<file path="src/rtl/range_counter_if.sv">
// -----------------------------------------------------------------------------
// range_counter_if
// Control and status bundle for range_counter. The master side (a controller
// or a testbench) drives the strobes and load data and observes the counter.
// The slave side is the counter itself.
// -----------------------------------------------------------------------------
interface range_counter_if #(
    parameter int WIDTH = 4
);

    // Control strobes and load data
    logic             en;
    logic             load;
    logic [WIDTH-1:0] din;
    logic             up_down;
    logic             clr_ovf;

    // Counter status
    logic [WIDTH-1:0] count;
    logic             tc;
    logic             ovf;
    logic             in_range;

    modport master (
        output en,
        output load,
        output din,
        output up_down,
        output clr_ovf,
        input  count,
        input  tc,
        input  ovf,
        input  in_range
    );

    modport slave (
        input  en,
        input  load,
        input  din,
        input  up_down,
        input  clr_ovf,
        output count,
        output tc,
        output ovf,
        output in_range
    );

endinterface : range_counter_if

</file>
<file path="src/rtl/range_counter.sv">
// -----------------------------------------------------------------------------
// range_counter
// Up/down counter confined to the window [MIN_VAL, MAX_VAL].
//  - load copies din straight into the counter, even when din lies outside
//    the window. The next enabled step then pulls the value back into range.
//  - Stepping past a bound either wraps to the opposite bound (SATURATE=0)
//    or holds at the bound (SATURATE=1). Both behaviours raise a one-cycle
//    terminal-count pulse (tc) and set the sticky overflow flag (ovf).
//  - Recovering from an out-of-range value is not a bound event. It raises
//    neither tc nor ovf.
//  - Priority at each rising edge: resetn, then load, then en.
// -----------------------------------------------------------------------------
module range_counter #(
    parameter int WIDTH    = 4,
    parameter int MIN_VAL  = 2,
    parameter int MAX_VAL  = 10,
    parameter int SATURATE = 0
) (
    input  logic                  clock,
    input  logic                  resetn,
    range_counter_if.slave        bus
);

    // -------------------------------------------------------------------------
    // Parameter legality. The window must be non-empty and must fit in WIDTH
    // bits. Otherwise elaboration stops here.
    // -------------------------------------------------------------------------
    localparam longint MAX_REPR = (longint'(1) << WIDTH) - 1;

    if (WIDTH < 1 || WIDTH > 62) begin : g_bad_width
        $error("range_counter: WIDTH must be in 1..62");
    end

    if (MIN_VAL < 0 || MIN_VAL >= MAX_VAL || longint'(MAX_VAL) > MAX_REPR) begin : g_bad_range
        $error("range_counter: need 0 <= MIN_VAL < MAX_VAL <= 2**WIDTH-1");
    end

    if ($bits(bus.count) != WIDTH) begin : g_bad_bus
        $error("range_counter: interface WIDTH does not match module WIDTH");
    end

    localparam logic [WIDTH-1:0] MIN_V = WIDTH'(MIN_VAL);
    localparam logic [WIDTH-1:0] MAX_V = WIDTH'(MAX_VAL);
    localparam logic             SAT   = (SATURATE != 0);

    // -------------------------------------------------------------------------
    // State registers
    // -------------------------------------------------------------------------
    logic [WIDTH-1:0] count_q;
    logic             tc_q;
    logic             ovf_q;

    // Next-state signals
    logic [WIDTH-1:0] count_d;
    logic             tc_d;
    logic             bound_hit;   // an enabled step ran into a bound

    // Window classification of the current count
    logic below_min;
    logic above_max;
    logic at_min;
    logic at_max;

    assign below_min = (count_q < MIN_V);
    assign above_max = (count_q > MAX_V);
    assign at_min    = (count_q == MIN_V);
    assign at_max    = (count_q == MAX_V);

    // Compute the next count and the terminal-count event from the load/en/direction inputs
    always_comb begin
        // NOTE: every output of this block gets a default first. A path that
        // skips an assignment would otherwise infer a latch.
        count_d   = count_q;
        tc_d      = 1'b0;
        bound_hit = 1'b0;

        if (bus.load) begin
            // Load takes din verbatim. An out-of-range value is corrected by the next step.
            count_d = bus.din;
        end else if (bus.en) begin
            if (!bus.up_down) begin
                // Counting up
                if (below_min || above_max) begin
                    count_d = MIN_V;
                end else if (at_max) begin
                    count_d   = SAT ? MAX_V : MIN_V;
                    tc_d      = 1'b1;
                    bound_hit = 1'b1;
                end else begin
                    count_d = count_q + WIDTH'(1);
                end
            end else begin
                // Counting down
                if (below_min || above_max) begin
                    count_d = MAX_V;
                end else if (at_min) begin
                    count_d   = SAT ? MIN_V : MAX_V;
                    tc_d      = 1'b1;
                    bound_hit = 1'b1;
                end else begin
                    count_d = count_q - WIDTH'(1);
                end
            end
        end
    end

    // Register the count, tc and sticky ovf. Synchronous active-low reset wins over everything.
    always_ff @(posedge clock) begin
        // NOTE: sequential state uses non-blocking assignments only, so every
        // register samples the pre-edge values and block order cannot matter.
        if (!resetn) begin
            count_q <= MIN_V;
            tc_q    <= 1'b0;
            ovf_q   <= 1'b0;
        end else begin
            count_q <= count_d;
            tc_q    <= tc_d;
            // A set event in the same cycle as clr_ovf leaves the flag set.
            if (bound_hit) begin
                ovf_q <= 1'b1;
            end else if (bus.clr_ovf) begin
                ovf_q <= 1'b0;
            end
        end
    end

    // -------------------------------------------------------------------------
    // Outputs. in_range is a purely combinational view of the registered count.
    // -------------------------------------------------------------------------
    assign bus.count    = count_q;
    assign bus.tc       = tc_q;
    assign bus.ovf      = ovf_q;
    assign bus.in_range = !below_min && !above_max;

endmodule : range_counter

</file>
<file path="src/flat_wrapper.sv">
// flat-port wrapper written by rule: the top's interface ports become plain ports
module range_counter_flat 
#(
    parameter int WIDTH    = 4,
    parameter int MIN_VAL  = 2,
    parameter int MAX_VAL  = 10,
    parameter int SATURATE = 0
)
  (clock, resetn, bus_en, bus_load, bus_din, bus_up_down, bus_clr_ovf, bus_count, bus_tc, bus_ovf, bus_in_range);
  range_counter_if #(.WIDTH(WIDTH)) bus_i ();
  input  logic clock;
  input  logic resetn;
  input wire logic [$bits(bus_i.en)-1:0] bus_en;
  input wire logic [$bits(bus_i.load)-1:0] bus_load;
  input wire logic [$bits(bus_i.din)-1:0] bus_din;
  input wire logic [$bits(bus_i.up_down)-1:0] bus_up_down;
  input wire logic [$bits(bus_i.clr_ovf)-1:0] bus_clr_ovf;
  output wire logic [$bits(bus_i.count)-1:0] bus_count;
  output wire logic [$bits(bus_i.tc)-1:0] bus_tc;
  output wire logic [$bits(bus_i.ovf)-1:0] bus_ovf;
  output wire logic [$bits(bus_i.in_range)-1:0] bus_in_range;
  assign bus_i.en = bus_en;
  assign bus_i.load = bus_load;
  assign bus_i.din = bus_din;
  assign bus_i.up_down = bus_up_down;
  assign bus_i.clr_ovf = bus_clr_ovf;
  assign bus_count = bus_i.count;
  assign bus_tc = bus_i.tc;
  assign bus_ovf = bus_i.ovf;
  assign bus_in_range = bus_i.in_range;
  range_counter #(.WIDTH(WIDTH), .MIN_VAL(MIN_VAL), .MAX_VAL(MAX_VAL), .SATURATE(SATURATE)) u_core (.clock(clock), .resetn(resetn), .bus(bus_i));
endmodule
</file>
<file path="config.mk">
export PLATFORM = sky130hd
export DESIGN_NAME = range_counter_flat
export DESIGN_NICKNAME = d
export VERILOG_FILES = /design/src/rtl/range_counter_if.sv /design/src/rtl/range_counter.sv /design/src/flat_wrapper.sv
export SDC_FILE = /design/constraint.sdc
export NUM_CORES = 1
export LEC_CHECK = 0
export ABC_AREA = 1
export BUFFER_PORTS_ARGS = -buffer_cell sky130_fd_sc_hd__buf_2
export CORE_AREA = 3 3 40 42
export CTS_BUF_LIST = sky130_fd_sc_hd__clkbuf_8
export CTS_CLUSTER_DIAMETER = 100
export DETAILED_ROUTE_END_ITERATION = 16
export DIE_AREA = 0 0 43 45
export GPL_ROUTABILITY_DRIVEN = 0
export GPL_TIMING_DRIVEN = 0
export HOLD_SLACK_MARGIN = 0.12
export PLACE_DENSITY_LB_ADDON = 0.08
export SYNTH_ARGS = -nofsm -noshare
export SYNTH_HDL_FRONTEND = slang
export SYNTH_SLANG_ARGS = --single-unit
</file>
<file path="constraint.sdc">
create_clock -name clock -period 1.5 [get_ports clock]
set_input_delay 0.225 -clock clock [delete_from_list [all_inputs] [get_ports clock]]
set_output_delay 0.225 -clock clock [all_outputs]
set_load 0.01 [all_outputs]
</file>
==> impl_metrics.json, run 1 <==
{
  "status": "finished, final reports clean",
  "fmax_mhz": 712.1,
  "worstHoldPathType": "in -> reg",
  "synth_top_area_frac": 0.2487,
  "skew_ps": 2.963,
  "overflow": 0,
  "slowest_delay_ps": 490,
  "reg2regPathDepth": 9,
  "crit_arrival_ps": 1180,
  "total_leakage_power_nw": 0.3445,
  "antenna_found_initial": 0,
  "initial_core_util": 0.3759,
  "syn_area_um2": 483.0,
  "drv_slew": 0,
  "grt_pass1_vias": 475,
  "cts_tree": "built",
  "final_common_cell": "nand2_1",
  "crit_cells": 4,
  "ir_drop_mv": 0.7380,
  "viasPerCell": 4.661,
  "remaining_drc_errors": 0,
  "fin_tns_setup_ps": 0,
  "rsz0062_at_grt": "no",
  "yosysTopAreaCell": "dfxtp_1",
  "rows": 13,
  "power_density_mw_per_mm2": 943.7,
  "cp.required_ps": 1270,
  "die_x_um": 43,
  "finalSetupViolations": 0,
  "grtUsageTotal": 0.1373,
  "critPathTopFamily": "flip-flops",
  "ys_warn_count": 0,
  "worst_slew_margin_rel": 0.8000,
  "whs_path_depth": 2,
  "die_area_mm2": 0.001935,
  "fin_nets": 115,
  "holdBufCountCts": 0,
  "synth_cell_types": 17,
  "grt_max_degree": 10,
  "critPathLaunchType": "register",
  "grt_pass1_wl_mm": 1.897,
  "clock_sinks": 6,
  "wl_mm": 1.181,
  "path_cells": "inv_2 > nand3_1 > nand2_2 > buf_2",
  "ys_seq_area_frac": 0.2487,
  "antenna_cells": 0,
  "ctsLongestPathBuffers": 2,
  "synth.net_count": 95,
  "worstSetupPathType": "reg -> out",
  "layout-drive-gt1-share": 0.2600,
  "layout_common_cells": "nand2_1, buf_2, inv_1, nor2_1, nand3_1",
  "vias": 536,
  "post_cts_buffers": 0,
  "drt_iter0_markers": 8,
  "io-pin-count": 17,
  "finalHoldViolCount": 0,
  "htreeDepth": 1,
  "clockRootBuffer": "clkbuf_8",
  "detail-route-antenna-nets": 0,
  "core-area_mm2": 0.001285,
  "critPathSlowestCell": "dfxtp_1",
  "syn_area_per_cell_um2": 5.890,
  "critPathMaxFanout": 9,
  "io_buffers": 15,
  "drt_first_pass_iters": 4,
  "fin_crit_sh": 0.9362,
  "cts.clk_slew.worst_paths_ps": 40,
  "synthToLayoutAreaGrowth_pct": 28.50,
  "die_h_um": 45,
  "routedWlPerCell_um": 10.27,
  "ys_top_cells_by_area": "dfxtp_1, nand2_1, inv_1, nor2_1, ha_1",
  "ys_seq_elements": 6,
  "dp_hpwl_um": 905.4,
  "ctsResizeCount": 0,
  "netlist_instances": 82,
  "clk_latency_ps": 220,
  "finalCriticalPeriod_ps": 1404,
  "cp_num_buf_inv": 2,
  "end_kind": "primary output",
  "maxCapViolations": 0,
  "tightest_slew_ps": 297.7,
  "cts_buffers": 3,
  "finalPower_mw": 0.5856
}
-- sequential cells by signal, indices dropped and copies added, names as in the netlist --
signal            flops
u_core.bus.tc         1
u_core.bus.count      4
u_core.bus.ovf        1
-- routing by layer --
metal / vias to the layer above / track usage / wire, µm
li1: 294 / - / -
met3: 4 / 0.03586 / 68
met1: 219 / 0.1707 / 555
met4: 0 / 0.1205 / 33
met5: - / 0 / 0
met2: 19 / 0.1946 / 523
-- through the flow --
stage	hold slack [ps]	setup WS, ps	instance area (µm²)	cells	util
floorplan	335.4	229.2	483.0	82	-
global placement	437.8	132.8	576.8	112	0.4489
detailed placement	442.0	131.9	576.8	112	0.4489
CTS	207.6	78.88	618.1	115	0.4810
global route	234.4	4.755	620.6	115	0.4830
finish	209.3	95.72	620.6	115	0.4830
-- worst paths after layout --
kind / startpoint / endpoint / slack, ps
worst max-delay path: u_core.bus.count[2] / bus_in_range / 100
worst max register to register: u_core.bus.count[0] / u_core.bus.count[0] / 230
worst min-delay path: bus_clr_ovf / u_core.bus.ovf / 210
worst min register to register: u_core.bus.ovf / u_core.bus.ovf / 480
-- power breakdown --
group	internal (mW)	total (mW)	switching (mW)	leakage [nW]
Sequential	0.172	0.190	0.0177	0.0495
Combinational	0.0604	0.149	0.0886	0.273
Clock	0.173	0.247	0.0741	0.0216
Total	0.405	0.586	0.180	0.345
-- final cells by class --
cell class,instances,area [µm²]
buffer,1,5.005
clock buffer,3,41.29
fill,142,664.4
inverter,14,52.55
multi-input combinational,61,305.3
sequential,6,122.6
tap,15,18.77
timing repair buffer,15,75.07
-- cells by family (layout without fill, tap and decap cells) --
| group | Yosys count | in the layout | synth area share |
|---|---|---|---|
| and+or+nand+nor | 48 | 48 | 0.4301 |
| AOI/OAI and AO/OA | 10 | 10 | 0.1244 |
| DFF | 6 | 6 | 0.2487 |
| adders and majority gates | 3 | 3 | 0.07773 |
| buffers and inverters | 15 | 33 | 0.1192 |
-- synthesized netlist by cell type (all sizes together) --
cell type / number
dfxtp: 6
nand2: 27
inv: 14
nand3: 8
nor2: 11
buf: 1
nand3b: 1
a21oi: 1
a221oi: 1
a22oi: 1
nor3: 1
ha: 3
o21ai: 6
o32ai: 1
Note: power is estimated with default switching activity, not from simulation.
==> run 2, diff against run 1 <==
- PLACE_DENSITY: not set -> 0.62
- PLACE_DENSITY_LB_ADDON: 0.08 -> not set
==> impl_metrics.json, run 2 (synthesis results as in run 1) <==
{
  "final.setup.worst_slack_ps": 101.0,
  "die_area_mm2": 0.001935,
  "core-area_mm2": 0.001285,
  "multi_input_area_um2": 305.3,
  "end_kind": "primary output",
  "wl_met1_um": 579,
  "worst_slew_margin_rel": 0.8261,
  "final.fill_count": 143,
  "drv_slew": 0,
  "clock_sinks": 6,
  "die_x_um": 43,
  "synthToLayoutAreaGrowth_pct": 28.76,
  "worstHoldPathType": "in -> reg",
  "antenna_found_initial": 0,
  "maxCapViolations": 0,
  "power_density_mw_per_mm2": 926.4,
  "crit_arrival_ps": 1170,
  "layout_common_cells": "nand2_1, buf_2, inv_1, nor2_1, nand3_1",
  "drt_iter0_markers": 11,
  "cts_tree": "built",
  "ctsLongestPathBuffers": 2,
  "regArea_um2": 123.9,
  "fin_crit_sh": 0.9327,
  "largest_register_ffs": 4,
  "grt_pass1_wl_mm": 1.849,
  "clkPwrFrac": 0.410,
  "io-pin-count": 17,
  "status": "finished, final reports clean",
  "finalCriticalPeriod_ps": 1399,
  "antenna_cells": 0,
  "io_buffers": 15,
  "skew_ps": 4.085,
  "highest_layer": "met4",
  "worstSetupPathType": "reg -> out",
  "intPower_mw": 0.4049,
  "finalSetupViolations": 0,
  "fin_tns_setup_ps": 0,
  "cts.clk_slew.worst_paths_ps": 40,
  "critPathMaxFanout": 7,
  "routedWlPerCell_um": 10.12,
  "fin_util": 0.4839,
  "dp_hpwl_um": 898.9,
  "rows": 13,
  "total_leakage_power_nw": 0.3449,
  "overflow": 0,
  "fin_nets": 115,
  "pre_cts_slack_ps": 131.9,
  "layout-drive-gt1-share": 0.2700,
  "grt_max_degree": 10,
  "tightest_slew_ps": 258.9,
  "critPathSlowestCell": "dfxtp_1",
  "route.met3.wl_um": 70,
  "slowest_delay_ps": 420,
  "critPathLaunchType": "register",
  "power_frac_comb": 0.259,
  "post_cts_buffers": 0,
  "remaining_drc_errors": 0,
  "detail-route-antenna-nets": 0,
  "grtUsageTotal": 0.1266,
  "fmax_mhz": 714.8,
  "final_common_cell": "nand2_1",
  "finalPower_mw": 0.5761,
  "die_h_um": 45,
  "grt_pass1_vias": 445,
  "netSwitchingFraction": 0.2971,
  "cp.required_ps": 1270,
  "ir_drop_mv": 0.6216,
  "clk_latency_ps": 220,
  "wl_met2_um": 503,
  "wl_mm": 1.164,
  "finalHoldViolCount": 0,
  "clockRootBuffer": "clkbuf_8",
  "vias": 559,
  "drt_first_pass_iters": 5,
  "cts_buffers": 3,
  "path_cells": "inv_1 > o21ai_0 > nand2_2 > buf_2",
  "power_frac_seq": 0.331,
  "p_sw_mw": 0.1712,
  "viasPerCell": 4.861,
  "initial_core_util": 0.3759,
  "htreeDepth": 1,
  "rsz0062_at_grt": "no"
}
==> run 2: path summary, 6_finish.rpt <==
check | endpoint | cells after the start | start | slack, ps
hold / removal | u_core.bus.ovf | 2 | bus_clr_ovf | 200
setup / recovery | bus_in_range | 4 | u_core.bus.count[3] | 100
setup reg to reg | u_core.bus.count[2] | 9 | u_core.bus.count[1] | 230
hold reg to reg | u_core.bus.ovf | 2 | u_core.bus.ovf | 480
==> run 2: final cells by class <==
cell class                 instances  share of cell area
clock buffer                       3             0.06640
sequential                         6              0.1992
multi-input combinational         61              0.4909
timing repair buffer              15              0.1207
buffer                             1            0.008048
inverter                          14             0.08451
tap                               15             0.03018
==> run 2: through the flow <==
step | std cells | area [µm²] | hold WS, ps
2_1_floorplan | 82 | 483.0 | 335.4
6_report | 115 | 621.8 | 204.3
3_5_place_dp | 112 | 576.8 | 435.3
3_3_place_gp | 112 | 576.8 | 430.9
4_1_cts | 115 | 618.1 | 203.1
5_1_grt | 115 | 621.8 | 206.5
==> run 2: power groups by stage <==
| stage | Combinational, mW | Clock, mW | Sequential (mW) |
|---|---|---|---|
| 2_1_floorplan | 0.101 | 0 | 0.191 |
| 3_3_place_gp | 0.148 | 0 | 0.191 |
| 3_5_place_dp | 0.149 | 0 | 0.191 |
| 4_1_cts | 0.149 | 0.242 | 0.189 |
| 5_1_grt | 0.171 | 0.252 | 0.193 |
| 6_report | 0.149 | 0.236 | 0.191 |
==> run 2: worst max-delay path: cells and delay by family (launching register included) <==
kind | cells | cell delay, ps
buffers and inverters | 2 | 300
AOI/OAI and AO/OA | 1 | 120
DFF | 1 | 420
and+or+nand+nor | 1 | 130
==> run 2: timing repair <==
| action | 4_1_cts | 5_1_grt |
|---|---|---|
| gates resized for setup | 0 | 3 |
| hold buffers | 0 | 0 |
| endpoints found under the setup margin | 0 | 4 |
==> run 2: metal layers <==
| layer | GRT usage | vias to the layer above |
|---|---|---|
| li1 | - | 295 |
| met1 | 0.1711 | 240 |
| met2 | 0.1826 | 22 |
| met3 | 0.06375 | 2 |
| met4 | 0.02410 | 0 |
| met5 | 0 | - |
==> run 3, diff against run 2 <==
- ABC_AREA: 1 -> not set
- PLACE_DENSITY: 0.62 -> 0.64
==> impl_metrics.json, run 3 <==
{
  "critPathSlowestCell": "dfxtp_1",
  "ys_seq_elements": 6,
  "cts_buffers": 3,
  "die_h_um": 45,
  "final_common_cell": "buf_2",
  "yosysTopAreaCell": "dfxtp_1",
  "layout_common_cells": "buf_2, inv_1, a21oi_1, dfxtp_1",
  "ys_top_cells_by_area": "dfxtp_1, ha_1, inv_1, nor3b_1, o211ai_1",
  "cp_num_buf_inv": 2,
  "overflow": 0,
  "holdBufCountCts": 0,
  "final.fill_count": 122,
  "synth_common_cells": "dfxtp_1, inv_1, a21oi_1",
  "dp_hpwl_um": 922,
  "fin_nets": 94,
  "syn_area_per_cell_um2": 8.246,
  "crit_arrival_ps": 1220,
  "layout-drive-gt1-share": 0.3418,
  "ir_drop_mv": 0.8143,
  "synth_edf_count": 0,
  "ys_warn_count": 0,
  "total_leakage_power_nw": 0.2950,
  "path_cells": "buf_6 > nor3_1 > a21oi_1 > buf_2",
  "die_x_um": 43,
  "syn_area_um2": 503.0,
  "ctsResizeCount": 2,
  "post_cts_buffers": 0,
  "die_area_mm2": 0.001935,
  "critPathLaunchType": "register",
  "synth_ff_type": "dfxtp_1",
  "maxCapViolations": 0,
  "status": "finished, final reports clean",
  "finalCriticalPeriod_ps": 1444,
  "worstHoldPathType": "in -> reg",
  "end_kind": "primary output",
  "fmax_mhz": 692.6,
  "skew_ps": 1.713,
  "io-pin-count": 17,
  "initial_core_util": 0.3914,
  "fin_util": 0.5024,
  "critPathTopFamily": "flip-flops",
  "grt_pass1_vias": 481,
  "grt_max_degree": 12,
  "rows": 13,
  "drt_first_pass_iters": 4,
  "detail-route-antenna-nets": 0,
  "finalHoldViolCount": 0,
  "tightest_slew_ps": 317.2,
  "antenna_cells": 0,
  "synth_top_area_frac": 0.2388,
  "finalSetupViolations": 0,
  "netlist_instances": 61,
  "cp.required_ps": 1270,
  "largest_register_ffs": 4,
  "vias": 507,
  "antenna_found_initial": 0,
  "worstSetupPathType": "reg -> out",
  "worst_slew_margin_rel": 0.7869,
  "drt_iter0_markers": 5,
  "ys_seq_area_frac": 0.2388,
  "post-route-cell-area_um2": 645.6,
  "synth.net_count": 74,
  "cts.clk_slew.worst_paths_ps": 30,
  "power_density_mw_per_mm2": 870.9,
  "dpl_cell_area_um2": 596.8,
  "cts_tree": "built",
  "drv_slew": 0,
  "wl_mm": 1.141,
  "htreeDepth": 1,
  "async_reset_ff_frac": 0,
  "fin_crit_sh": 0.9626,
  "synthToLayoutAreaGrowth_pct": 28.36,
  "clk_latency_ps": 210,
  "synth_cell_types": 32,
  "grt_pass1_wl_mm": 1.932,
  "ctsLongestPathBuffers": 2,
  "rsz0062_at_grt": "yes",
  "clockRootBuffer": "clkbuf_8",
  "viasPerCell": 5.394,
  "core-area_mm2": 0.001285,
  "holdWs_ps": 270.5,
  "remaining_drc_errors": 0,
  "slowest_delay_ps": 310,
  "clock_sinks": 6,
  "grtUsageTotal": 0.1318,
  "critPathMaxFanout": 10,
  "io_buffers": 15,
  "routedWlPerCell_um": 12.14
}
==> run 3: changes by cell type after synthesis, sizes merged, moves of 3 or more <==
cell,previous run,this run
nand2,27,1
nor3b,0,3
o21ai,6,1
a21oi,1,4
nor2,11,2
nand3,8,0
nand2b,0,3
inv,14,7
o211ai,0,3
==> run 3: cell type report <==
cell class,count,area (µm²),area share
Multi-Input combinational cell,45,335.3,0.5194
Sequential cell,6,127.6,0.1977
Timing Repair Buffer,15,75.07,0.1163
Clock buffer,3,41.29,0.06395
Inverter,7,26.28,0.04070
Buffer,3,21.27,0.03295
Tap cell,15,18.77,0.02907
==> run 3: where the power goes <==
group          internal [mW]  switching, mW  leakage, nW
registers              0.171         0.0162       0.0501
logic                 0.0702         0.0783        0.223
clock network          0.171         0.0557       0.0216
==> run 3: cells by family (layout without fill, tap and decap cells) <==
logic type | count (synthesis) | after routing | synth area share
DFF | 6 | 6 | 0.2388
and+or+nand+nor | 20 | 20 | 0.2513
AOI/OAI and AO/OA | 22 | 22 | 0.3408
buffers and inverters | 10 | 28 | 0.09452
adders and majority gates | 3 | 3 | 0.07463
==> run 3: worst paths after layout <==
kind / endpoint / cells after the start / slack (ps) / start
worst max-delay path: bus_in_range / 4 / 60 / u_core.bus.count[3]
worst min-delay path: u_core.bus.count[1] / 3 / 270 / bus_din[1]
worst max register to register: u_core.bus.count[1] / 6 / 120 / u_core.bus.count[0]
worst min register to register: u_core.bus.ovf / 1 / 470 / u_core.bus.ovf
==> run 3: metrics by stage <==
stage                     power (mW)  setup WS [ps]  TNS [ps]  instances
after floorplan               0.2889          42.01         0         61
after global placement        0.3364         -106.5    -256.3         91
after detailed placement      0.3378         -85.91    -225.2         91
after CTS                     0.5700          39.14         0         94
after global routing          0.6039         -10.42    -10.42         94
final                         0.5623          56.09         0         94
==> run 3: routing by layer <==
layer	up-vias	GRT usage	routed length (µm)
met5	-	0	0
met4	0	0.05422	14
met3	2	0.03984	35
met2	10	0.2126	537
met1	226	0.1646	553
li1	269	-	-
==> run 3: tightest hold or removal path, delay by kind of cell <==
family	cells	cell delay, ps
compound gates	2	140
buf+inv	1	80
